### config.mk
export PLATFORM = sky130hd
export DESIGN_NAME = pipe_stage_reg_flat
export DESIGN_NICKNAME = d
export VERILOG_FILES = /design/src/rtl/pipe_stage_reg_if.sv /design/src/rtl/pipe_stage_reg.sv /design/src/flat_wrapper.sv
export SDC_FILE = /design/constraint.sdc
export NUM_CORES = 1
export LEC_CHECK = 0
export CORE_MARGIN = 5
export CORE_UTILIZATION = 48
export CTS_CLUSTER_SIZE = 24
export DETAILED_ROUTE_END_ITERATION = 8
export PLACE_DENSITY = 0.8
export SYNTH_ARGS = -nofsm -noshare
export SYNTH_HDL_FRONTEND = slang
export SYNTH_SLANG_ARGS = --single-unit
### constraint.sdc
create_clock -name clk -period 1.83 [get_ports clk]
set_input_delay 0.2745 -clock clk [delete_from_list [all_inputs] [get_ports clk]]
set_output_delay 0.2745 -clock clk [all_outputs]
set_load 0.02 [all_outputs]
### src/rtl/pipe_stage_reg_if.sv
// ---------------------------------------------------------------------------
// pipe_stage_reg_if
//
// Bundle of every non-clock, non-reset signal of the MEM/WB stage register.
//
//   Upstream (MEM side)
//     in_valid        payload valid from MEM
//     in_ready        stage can take a payload this cycle
//     in_mem_data     data-memory read value            [DATA_W]
//     in_alu_data     ALU result                        [DATA_W]
//     in_rw           destination register index        [RW_W]
//     in_reg_wr       register-write control
//     in_mem_to_reg   select memory data for write-back
//     in_overflow     ALU overflow flag
//     flush           discard held and incoming payloads
//
//   Downstream (WB side)
//     out_valid       held payload valid
//     out_ready       WB consumes the held payload
//     out_mem_data    held memory data                  [DATA_W]
//     out_alu_data    held ALU result                   [DATA_W]
//     out_rw          held destination index            [RW_W]
//     out_mem_to_reg  held select
//     out_overflow    held overflow flag
//     out_reg_wr      qualified register-file write enable
//     out_wb_data     selected write-back value         [DATA_W]
//     stall_cnt       saturating back-pressure counter  [CNT_W]
//
// Modports: slave is the stage register itself, master is whatever drives
// the MEM side and consumes the WB side (pipeline neighbours or a bench).
// ---------------------------------------------------------------------------
interface pipe_stage_reg_if #(
    parameter int DATA_W = 32,
    parameter int RW_W   = 5,
    parameter int CNT_W  = 16
);
    logic              in_valid;
    logic              in_ready;
    logic [DATA_W-1:0] in_mem_data;
    logic [DATA_W-1:0] in_alu_data;
    logic [RW_W-1:0]   in_rw;
    logic              in_reg_wr;
    logic              in_mem_to_reg;
    logic              in_overflow;
    logic              flush;

    logic              out_valid;
    logic              out_ready;
    logic [DATA_W-1:0] out_mem_data;
    logic [DATA_W-1:0] out_alu_data;
    logic [RW_W-1:0]   out_rw;
    logic              out_mem_to_reg;
    logic              out_overflow;
    logic              out_reg_wr;
    logic [DATA_W-1:0] out_wb_data;
    logic [CNT_W-1:0]  stall_cnt;

    modport slave (
        input  in_valid, in_mem_data, in_alu_data, in_rw,
               in_reg_wr, in_mem_to_reg, in_overflow, flush, out_ready,
        output in_ready, out_valid, out_mem_data, out_alu_data, out_rw,
               out_mem_to_reg, out_overflow, out_reg_wr, out_wb_data, stall_cnt
    );

    modport master (
        output in_valid, in_mem_data, in_alu_data, in_rw,
               in_reg_wr, in_mem_to_reg, in_overflow, flush, out_ready,
        input  in_ready, out_valid, out_mem_data, out_alu_data, out_rw,
               out_mem_to_reg, out_overflow, out_reg_wr, out_wb_data, stall_cnt
    );
endinterface

### src/rtl/pipe_stage_reg.sv
// ---------------------------------------------------------------------------
// pipe_stage_reg
//
// MEM/WB stage register with a valid/ready handshake and a two-entry skid
// buffer. Entry M drives the outputs; entry S absorbs the one payload that
// may arrive in the cycle WB stops consuming. in_ready depends only on
// registered state, so there is no combinational path from out_ready back to
// the MEM stage.
//
// All state updates happen on the falling clock edge to line up with the
// other pipeline registers. Reset is synchronous, active-low, sampled on that
// same falling edge.
//
// Ports
//   clk    clock (state changes on negedge)
//   rst_n  synchronous active-low reset
//   bus    pipe_stage_reg_if.slave, see the interface for the signal list
//
// Parameters must match those of the connected interface instance.
// ---------------------------------------------------------------------------
module pipe_stage_reg #(
    parameter int DATA_W = 32,
    parameter int RW_W   = 5,
    parameter int CNT_W  = 16
) (
    input logic            clk,
    input logic            rst_n,
    pipe_stage_reg_if.slave bus
);

    typedef struct packed {
        logic [DATA_W-1:0] mem_data;
        logic [DATA_W-1:0] alu_data;
        logic [RW_W-1:0]   rw;
        logic              reg_wr;
        logic              mem_to_reg;
        logic              overflow;
    } payload_t;

    localparam logic [CNT_W-1:0] CNT_MAX = {CNT_W{1'b1}};

    payload_t         m_q;
    payload_t         s_q;
    logic             m_valid_q;
    logic             s_valid_q;
    logic [CNT_W-1:0] stall_cnt_q;

    payload_t         in_payload;
    logic             accept;
    logic             consume;

    // NOTE: every signal driven from always_comb gets a default first so no
    // path through the block leaves it unassigned and no latch is inferred.
    always_comb begin
        in_payload            = '0;
        in_payload.mem_data   = bus.in_mem_data;
        in_payload.alu_data   = bus.in_alu_data;
        in_payload.rw         = bus.in_rw;
        in_payload.reg_wr     = bus.in_reg_wr;
        in_payload.mem_to_reg = bus.in_mem_to_reg;
        in_payload.overflow   = bus.in_overflow;
    end

    // The skid entry being full is the only reason to refuse input; M alone
    // full is fine because S can still take one payload.
    assign bus.in_ready = ~s_valid_q;
    assign accept       = bus.in_valid & ~s_valid_q;
    assign consume      = m_valid_q & bus.out_ready;

    // NOTE: sequential state uses non-blocking assignments only, so every
    // right-hand side below sees the value from before this edge.
    always_ff @(negedge clk) begin
        if (!rst_n) begin
            // NOTE: payload fields are reset too (not just valid bits) so the
            // outputs read all-zero after reset; flush clears valid bits only.
            m_q         <= '0;
            s_q         <= '0;
            m_valid_q   <= 1'b0;
            s_valid_q   <= 1'b0;
            stall_cnt_q <= '0;
        end else begin
            // Back-pressure statistic runs independently of flush.
            if (m_valid_q && !bus.out_ready && stall_cnt_q != CNT_MAX) begin
                stall_cnt_q <= stall_cnt_q + 1'b1;
            end

            if (bus.flush) begin
                // Anything accepted this edge is dropped along with M and S.
                m_valid_q <= 1'b0;
                s_valid_q <= 1'b0;
            end else if (!m_valid_q) begin
                // S is never valid while M is empty, so input goes to M.
                if (accept) begin
                    m_q       <= in_payload;
                    m_valid_q <= 1'b1;
                end
            end else if (consume) begin
                if (s_valid_q) begin
                    // in_ready was low, so nothing new arrives this edge.
                    m_q       <= s_q;
                    s_valid_q <= 1'b0;
                end else if (accept) begin
                    m_q <= in_payload;
                end else begin
                    m_valid_q <= 1'b0;
                end
            end else if (accept) begin
                // WB stalled: park the in-flight payload behind M.
                s_q       <= in_payload;
                s_valid_q <= 1'b1;
            end
        end
    end

    assign bus.out_valid      = m_valid_q;
    assign bus.out_mem_data   = m_q.mem_data;
    assign bus.out_alu_data   = m_q.alu_data;
    assign bus.out_rw         = m_q.rw;
    assign bus.out_mem_to_reg = m_q.mem_to_reg;
    assign bus.out_overflow   = m_q.overflow;
    assign bus.stall_cnt      = stall_cnt_q;

    // Writes to r0 are discarded and an overflowing result never reaches the
    // register file; the raw flag still goes out for exception handling.
    assign bus.out_reg_wr  = m_valid_q & m_q.reg_wr & ~m_q.overflow & (m_q.rw != '0);
    assign bus.out_wb_data = m_q.mem_to_reg ? m_q.mem_data : m_q.alu_data;

endmodule

### src/flat_wrapper.sv
// flat-port wrapper written by rule: the top's interface ports become plain ports
module pipe_stage_reg_flat 
#(
    parameter int DATA_W = 32,
    parameter int RW_W   = 5,
    parameter int CNT_W  = 16
)
  (clk, rst_n, bus_in_valid, bus_in_mem_data, bus_in_alu_data, bus_in_rw, bus_in_reg_wr, bus_in_mem_to_reg, bus_in_overflow, bus_flush, bus_out_ready, bus_in_ready, bus_out_valid, bus_out_mem_data, bus_out_alu_data, bus_out_rw, bus_out_mem_to_reg, bus_out_overflow, bus_out_reg_wr, bus_out_wb_data, bus_stall_cnt);
  pipe_stage_reg_if #(.DATA_W(DATA_W), .RW_W(RW_W), .CNT_W(CNT_W)) bus_i ();
  input logic clk;
  input logic rst_n;
  input wire logic [$bits(bus_i.in_valid)-1:0] bus_in_valid;
  input wire logic [$bits(bus_i.in_mem_data)-1:0] bus_in_mem_data;
  input wire logic [$bits(bus_i.in_alu_data)-1:0] bus_in_alu_data;
  input wire logic [$bits(bus_i.in_rw)-1:0] bus_in_rw;
  input wire logic [$bits(bus_i.in_reg_wr)-1:0] bus_in_reg_wr;
  input wire logic [$bits(bus_i.in_mem_to_reg)-1:0] bus_in_mem_to_reg;
  input wire logic [$bits(bus_i.in_overflow)-1:0] bus_in_overflow;
  input wire logic [$bits(bus_i.flush)-1:0] bus_flush;
  input wire logic [$bits(bus_i.out_ready)-1:0] bus_out_ready;
  output wire logic [$bits(bus_i.in_ready)-1:0] bus_in_ready;
  output wire logic [$bits(bus_i.out_valid)-1:0] bus_out_valid;
  output wire logic [$bits(bus_i.out_mem_data)-1:0] bus_out_mem_data;
  output wire logic [$bits(bus_i.out_alu_data)-1:0] bus_out_alu_data;
  output wire logic [$bits(bus_i.out_rw)-1:0] bus_out_rw;
  output wire logic [$bits(bus_i.out_mem_to_reg)-1:0] bus_out_mem_to_reg;
  output wire logic [$bits(bus_i.out_overflow)-1:0] bus_out_overflow;
  output wire logic [$bits(bus_i.out_reg_wr)-1:0] bus_out_reg_wr;
  output wire logic [$bits(bus_i.out_wb_data)-1:0] bus_out_wb_data;
  output wire logic [$bits(bus_i.stall_cnt)-1:0] bus_stall_cnt;
  assign bus_i.in_valid = bus_in_valid;
  assign bus_i.in_mem_data = bus_in_mem_data;
  assign bus_i.in_alu_data = bus_in_alu_data;
  assign bus_i.in_rw = bus_in_rw;
  assign bus_i.in_reg_wr = bus_in_reg_wr;
  assign bus_i.in_mem_to_reg = bus_in_mem_to_reg;
  assign bus_i.in_overflow = bus_in_overflow;
  assign bus_i.flush = bus_flush;
  assign bus_i.out_ready = bus_out_ready;
  assign bus_in_ready = bus_i.in_ready;
  assign bus_out_valid = bus_i.out_valid;
  assign bus_out_mem_data = bus_i.out_mem_data;
  assign bus_out_alu_data = bus_i.out_alu_data;
  assign bus_out_rw = bus_i.out_rw;
  assign bus_out_mem_to_reg = bus_i.out_mem_to_reg;
  assign bus_out_overflow = bus_i.out_overflow;
  assign bus_out_reg_wr = bus_i.out_reg_wr;
  assign bus_out_wb_data = bus_i.out_wb_data;
  assign bus_stall_cnt = bus_i.stall_cnt;
  pipe_stage_reg #(.DATA_W(DATA_W), .RW_W(RW_W), .CNT_W(CNT_W)) u_core (.clk(clk), .rst_n(rst_n), .bus(bus_i));
endmodule
==> metrics.yaml, run 1 <==
synthesis:
  yosysTopAreaCellShare_pct: 45.8
  ys_types: 35
  netlist_top_cells_area: "dfxtp_1 46%, a21oi_1 11%, nand2_1 8.4%"
  synth.most_common_cell: "dfxtp_1"
  ys_warn_count: 0
  ys_seq_area_share_pct: 45.8
  syn_area_mm2: 0.00708
  async_flop_share_pct: 0
  synth_seq_cells: 162
  synth_ff_type: "dfxtp_1"
  syn-mean-instance-area_um2: 8.24
  synth-edff-count: 0
  synthTopCellsByCount: "162 x dfxtp_1, 159 x nand2_1, 153 x a21oi_1"
  synth_top_area_cell: "dfxtp_1"
  synthesis.instances: 859
  syn_nets: 937
floorplan:
  die_h_um: 131
  io_pins: 199
  die_w_um: 131
  start_util_pct: 48.9
  fp-row-count: 44
timing:
  worstEpCategory: "output port"
  grt_worst_setup_endpoint: "bus_out_reg_wr"
clock_network:
  cts_max_level: 4
  cts-root-buf: "clkbuf_16"
  hold_buffers: 0
  clk_path_buf_depth: 2
  cts.sinks: 162
  cts_inserted_buffers: 17
run_status:
  error: "[ERROR DPL-0038] Utilization greater than 100%, impossible to legalize"
  status: "aborted with a tool error"
  haltStage: "5_1_grt"
global_route:
  grt_max_degree: 73
placement:
  gp_congestion: 0.882
  dp.final_hpwl_mm: 14.9
  portBuffers: 198
==> cell families after synthesis <==
family	synth area share, %
simple gates	12.3
mux	6.08
compound gates	23.9
fa+ha+maj	0.177
buf+inv	11.6
flops	45.8
xor+xnor	0.124
==> through the flow <==
stage	hold WS, ns	instance area (um^2)	std cells	worst slack (ns)
floorplan	0.439	7480	859	-0.422
global placement	0.447	9860	1228	-1.01
detailed placement	0.452	9860	1228	-1.03
CTS	0.456	12900	1483	-1.01
==> what timing repair did <==
action	CTS
gates cloned	25
hold endpoints to repair	0
buffers inserted	40
gates resized for setup	973
setup endpoints to repair	284
pin swaps	56
==> run 2: changes to the inputs <==
--- a/config.mk
+++ b/config.mk
@@ -6,10 +6,9 @@
 export NUM_CORES = 1
 export LEC_CHECK = 0
 export CORE_MARGIN = 5
-export CORE_UTILIZATION = 48
-export CTS_CLUSTER_SIZE = 24
+export CORE_UTILIZATION = 40
 export DETAILED_ROUTE_END_ITERATION = 8
-export PLACE_DENSITY = 0.8
+export PLACE_DENSITY_LB_ADDON = 0.15
 export SYNTH_ARGS = -nofsm -noshare
 export SYNTH_HDL_FRONTEND = slang
 export SYNTH_SLANG_ARGS = --single-unit
==> run 2 against run 1 <==
Compared with the run above: the flow now finishes, with violations (setup timing); area after synthesis is the same; synthesized cell count is the same.
==> metrics.yaml, run 2 <==
run_status:
  status: "finished with violations"
  violations: "setup timing"
critical_path:
  crit_path_max_fanout: 2
  cpMaxStageDelayCell: "or4_4"
  arrival_ns: 2.55
  cp_slowest_stage_delay_ns: 0.53
  cp-end-kind: "output port"
  path_buf_inv: 1
  crit_chain: "or4_4 > nor2_4 > nor3_4 > buf_6"
  path_class: "reg -> out"
  crit_path_start_kind: "flop"
  critical_path_required_ns: 1.56
  critPathTopFamily: "simple AND/OR/NAND/NOR gates"
  r2r_setup_slack_ns: -0.27
global_route:
  antenna_found_initial: 1
  busiest_layer: "met2"
  grt_max_degree: 73
  use_met1_pct: 34.6
  met3_usage_pct: 10.1
  grt_pass1_wl_mm: 47.3
  grt_pass1_vias: 9210
  met2_usage_pct: 48.3
  overflow: 0
  grt_util_all_layers_pct: 29.9
synthesis:
  synth_top_area_cell: "dfxtp_1"
  synthMuxAreaShare_pct: 6.08
  synthAdderAreaFrac_pct: 0.177
  synth-edff-count: 0
  synthXorXnorAreaFrac_pct: 0.124
  synth_ff_type: "dfxtp_1"
  yosysTopAreaCellShare_pct: 45.8
  ys_seq_area_share_pct: 45.8
  syn-mean-instance-area_um2: 8.24
  syn_area_mm2: 0.00708
  synth_top_family_by_area: "compound AO/OA/AOI/OAI gates"
  syn_nets: 937
  synth_seq_cells: 162
  synth-compound-area-share_pct: 23.9
  netlist_top_cells_area: "dfxtp_1 46%, a21oi_1 11%, nand2_1 8.4%"
  synth.most_common_cell: "dfxtp_1"
  async_flop_share_pct: 0
  ys_warn_count: 0
  ys_types: 35
  synthTopCellsByCount: "162 x dfxtp_1, 159 x nand2_1, 153 x a21oi_1"
  synthesis.instances: 859
  yosys.area_share.simple_pct: 12.3
power_and_ir_drop:
  power_mw: 11.6
  leakage_nw: 6.59
  powerDensity_mw_per_mm2: 778
  ir_worst_vdd_mv: 0.774
final_layout:
  top_register: "u_core.s_q"
  nFillCells: 832
  most-common-layout-cells: "223 x buf_6, 165 x inv_1, 95 x nand2_4"
  stdcell_count: 1580
  final_util_pct: 86.1
  multi_input_area_mm2: 0.00473
  seqCellArea_mm2: 0.00337
  largest_register_ffs: 72
  areaGrowthSynthToFinish_pct: 111
  drive_gt1_share_pct: 60.7
  final_common_cell: "buf_6"
  finalNetCount: 1418
timing:
  finClkSkew_ns: 0.0428
  setup_slack_ns: -0.994
  slew_headroom_pct: 72.2
  grt_setup_unrepaired: "true"
  slew_viol_final: 0
  setup_viol: 270
  hold_violations: 0
  timing.hold.ws_ns: 0.476
  worst_pin_slew_ns: 0.415
flow_run:
  drv_cap: 0
placement:
  gp_congestion: 0.774
  post-place-ws_ns: -1.05
  portBuffers: 198
  dp.final_hpwl_mm: 14.2
  placed_cells: 1271
clock_network:
  cts_tree: "built"
  hold_buffers: 0
  cts.clk_slew.worst_paths_ns: 0.06
  cts_inserted_buffers: 17
  clk_path_buf_depth: 2
  cts-root-buf: "clkbuf_16"
  cts_max_level: 4
  cts.sinks: 162
  insertion_delay_ns: 0.50
floorplan:
  die_h_um: 143
  io_pins: 199
  die_area_mm2: 0.0205
  die_w_um: 143
  start_util_pct: 40.8
  fp-row-count: 48
  core-area_mm2: 0.0174
hold_path:
  hold_class: "reg -> reg"
route:
  via_per_inst: 5.77
  via_count: 9124
  drt_iter0_markers: 631
  drc: 0
  drt-wirelength-per-cell_um: 23.0
  antenna_left: 0
  wirelength_mm: 36.4
  drt-pass1-iter-count: 5
## run 2: cell counts after synthesis
No cell type changed its count.
## run 2: area by class of cell
cell class / instances / area share (%)
repair buffers: 438 / 35.7
multi-input cells: 554 / 31.6
flip-flops and latches: 162 / 22.6
clock inverters: 177 / 5.23
clock buffers: 17 / 2.85
well taps: 225 / 1.88
inverters: 5 / 0.126
diodes: 2 / 0.0335
## run 2: repair_timing
item	in CTS	in global routing
setup buffers	51	71
setup endpoints to repair	284	275
resized for setup	1091	365
pin swaps	102	69
cloned	33	4
## run 2: worst min-delay path, cell delays in order (launching register included)
cell and delay [ns]:
dfxtp_1 0.32, nand2_4 0.07, a21oi_2 0.04
## run 2: power by group
group / internal [mW] / leakage [nW] / total, mW / switching [mW]
registers: 3.69 / 1.36 / 3.81 / 0.118
logic: 1.26 / 4.07 / 2.35 / 1.08
clock network: 2.44 / 1.16 / 5.46 / 3.02
## run 2: cell families after synthesis
logic type | count (synthesis)
buffers and inverters | 144
multiplexers | 39
XOR/XNOR | 1
AND/OR/NAND/NOR | 200
adder cells (fa/ha/maj) | 1
AO/OA/AOI/OAI | 312
flip-flops | 162
## run 2: final timing paths
kind | from | cells past startpoint | to
worst max-delay path | u_core.bus.out_rw[1] | 4 | bus_out_reg_wr
worst min-delay path | u_core.s_q[34] | 2 | u_core.s_q[34]
worst max register to register | u_core.s_valid_q | 11 | u_core.bus.out_mem_data[1]
worst min register to register | u_core.s_q[34] | 2 | u_core.s_q[34]
## run 2: routing by layer
layer	routed length [um]	vias to the layer above
met1	13500	4416
met5	0	-
met4	1990	0
li1	-	3971
met2	17800	575
met3	3080	162
## run 2: metrics by stage
stage	setup TNS, ns	cell area (um^2)
after detailed placement	-208.03	9870
after floorplan	-63.53	7480
after global routing	-100.85	14900
after global placement	-207.35	9870
final	-95.07	14900
after CTS	-82.58	13600
Note: power is estimated with default switching activity, not from simulation.
==> run 3: changes to the inputs <==
==> constraint.sdc (replaced) <==
create_clock -name clk -period 1.83 [get_ports clk]
set_input_delay 0.2745 -clock clk [delete_from_list [all_inputs] [get_ports clk]]
set_output_delay 0.2745 -clock clk [all_outputs]
set_load 0.01 [all_outputs]
==> run 3 against run 2 <==
Compared with the run above: the flow still finishes with violations (setup timing); cell area shrank 5.5%; clock power down 7.9%; sequential power about the same; power is 6.1% lower; register-to-register slack improved by 0.22 ns; clock skew down 0.017 ns; worst hold slack worse by 0.017 ns; clock-buffer cell count did not move; first-iteration DRC count shrank 24%; via count fell by 5.9%; global-route usage down 2.6 points; critical endpoint unchanged; largest cell class unchanged.
==> metrics.yaml, run 3 (synthesized netlist as in run 2, its figures left out) <==
route:
  antenna_left: 0
  via_count: 8587
  drc: 0
  drt-pass1-iter-count: 5
  drt_iter0_markers: 482
  drt-wirelength-per-cell_um: 20.6
  wirelength_mm: 31.8
  via_per_inst: 5.56
clock_network:
  insertion_delay_ns: 0.48
  cts_tree: "built"
  cts-root-buf: "clkbuf_16"
  cts.sinks: 162
  cts_inserted_buffers: 17
  clk_path_buf_depth: 2
  cts_max_level: 4
  cts.clk_slew.worst_paths_ns: 0.07
timing:
  slew_headroom_pct: 72.6
  finClkSkew_ns: 0.0263
  hold_violations: 0
  worst_pin_slew_ns: 0.411
  slew_viol_final: 0
  grt_setup_unrepaired: "true"
  setup_viol: 272
  timing.hold.ws_ns: 0.459
  setup_slack_ns: -0.989
floorplan:
  core-area_mm2: 0.0174
  die_h_um: 143
  fp-row-count: 48
  die_area_mm2: 0.0205
  io_pins: 199
  die_w_um: 143
  start_util_pct: 40.8
critical_path:
  cp-end-kind: "output port"
  crit_path_start_kind: "flop"
  path_class: "reg -> out"
  arrival_ns: 2.54
  critical_path_required_ns: 1.56
  crit_path_max_fanout: 2
power_and_ir_drop:
  ir_worst_vdd_mv: 0.724
  leakage_nw: 6.38
  powerDensity_mw_per_mm2: 772
placement:
  portBuffers: 198
  dp.final_hpwl_mm: 14.1
  post-place-ws_ns: -1.05
  gp_congestion: 0.762
global_route:
  antenna_found_initial: 2
  grt_pass1_wl_mm: 43.6
  grt_pass1_vias: 8576
  grt_max_degree: 73
  grt_util_all_layers_pct: 27.3
  overflow: 0
final_layout:
  most-common-layout-cells: "216 x buf_6, 166 x inv_1, 91 x a21oi_2"
  top_register: "u_core.s_q"
  areaGrowthSynthToFinish_pct: 99.5
  final_common_cell: "buf_6"
  drive_gt1_share_pct: 57.3
  finalNetCount: 1383
  largest_register_ffs: 72
run_status:
  status: "finished with violations"
  violations: "setup timing"
flow_run:
  drv_cap: 0
hold_path:
  hold_class: "reg -> reg"
## run 3: report_power, final
group,internal (mW),switching [mW]
combinational,1.17,0.902
sequential,3.70,0.0989
clock,2.36,2.67
total,7.23,3.67
## run 3: cell type report
| type | instances | area, um^2 |
|---|---|---|
| Timing Repair Buffer | 403 | 4810 |
| Multi-Input combinational cell | 554 | 4490 |
| Sequential cell | 162 | 3360 |
| Fill cell | 970 | 3230 |
| Clock inverter | 177 | 736 |
| Clock buffer | 17 | 425 |
| Tap cell | 225 | 282 |
| Inverter | 5 | 18.8 |
| Antenna cell | 2 | 5.00 |
## run 3: path summary, 6_finish.rpt
| check | slack, ns | depth (start not counted) | endpoint | start |
|---|---|---|---|---|
| setup reg to reg | -0.05 | 11 | u_core.s_q[60] | u_core.bus.out_valid |
| hold / removal | 0.46 | 2 | u_core.s_q[44] | u_core.s_q[44] |
| hold reg to reg | 0.46 | 2 | u_core.s_q[44] | u_core.s_q[44] |
| setup / recovery | -0.99 | 4 | bus_out_reg_wr | u_core.bus.out_rw[2] |
## run 3: repair_timing
item / CTS / global route
resized for setup: 946 / 287
setup buffers: 28 / 63
pin swaps: 59 / 72
hold buffers: 0 / 0
setup endpoints to repair: 283 / 270
cloned: 21 / 8
hold endpoints to repair: 0 / 0
## run 3: metrics by stage
stage,instances,power (mW),utilization (%),area (um^2),TNS (ns)
final,1545,10.9,81.4,14100,-84.45
after global routing,1545,11.5,81.4,14100,-90.18
after CTS,1508,10.6,73.9,12800,-72.78
after detailed placement,1266,5.77,56.4,9790,-207.02
after global placement,1266,5.76,56.4,9790,-207.47
after floorplan,859,5.06,-,7450,-62.28
## run 3: critical path: stages (launching register included)
cell     delay (ns)
dfxtp_2        0.33
or4_4          0.54
nor2_4         0.09
nor3_2         0.05
buf_2          0.13
## run 3: metal layers
layer  global-route usage (%)  vias to the layer above  routed length [um]
met4                     13.8                        0                 976
li1                         -                     3900                   -
met5                        0                        -                   0
met1                     33.1                     4181               12500
met2                     43.2                      412               15900
met3                     9.28                       94                2390
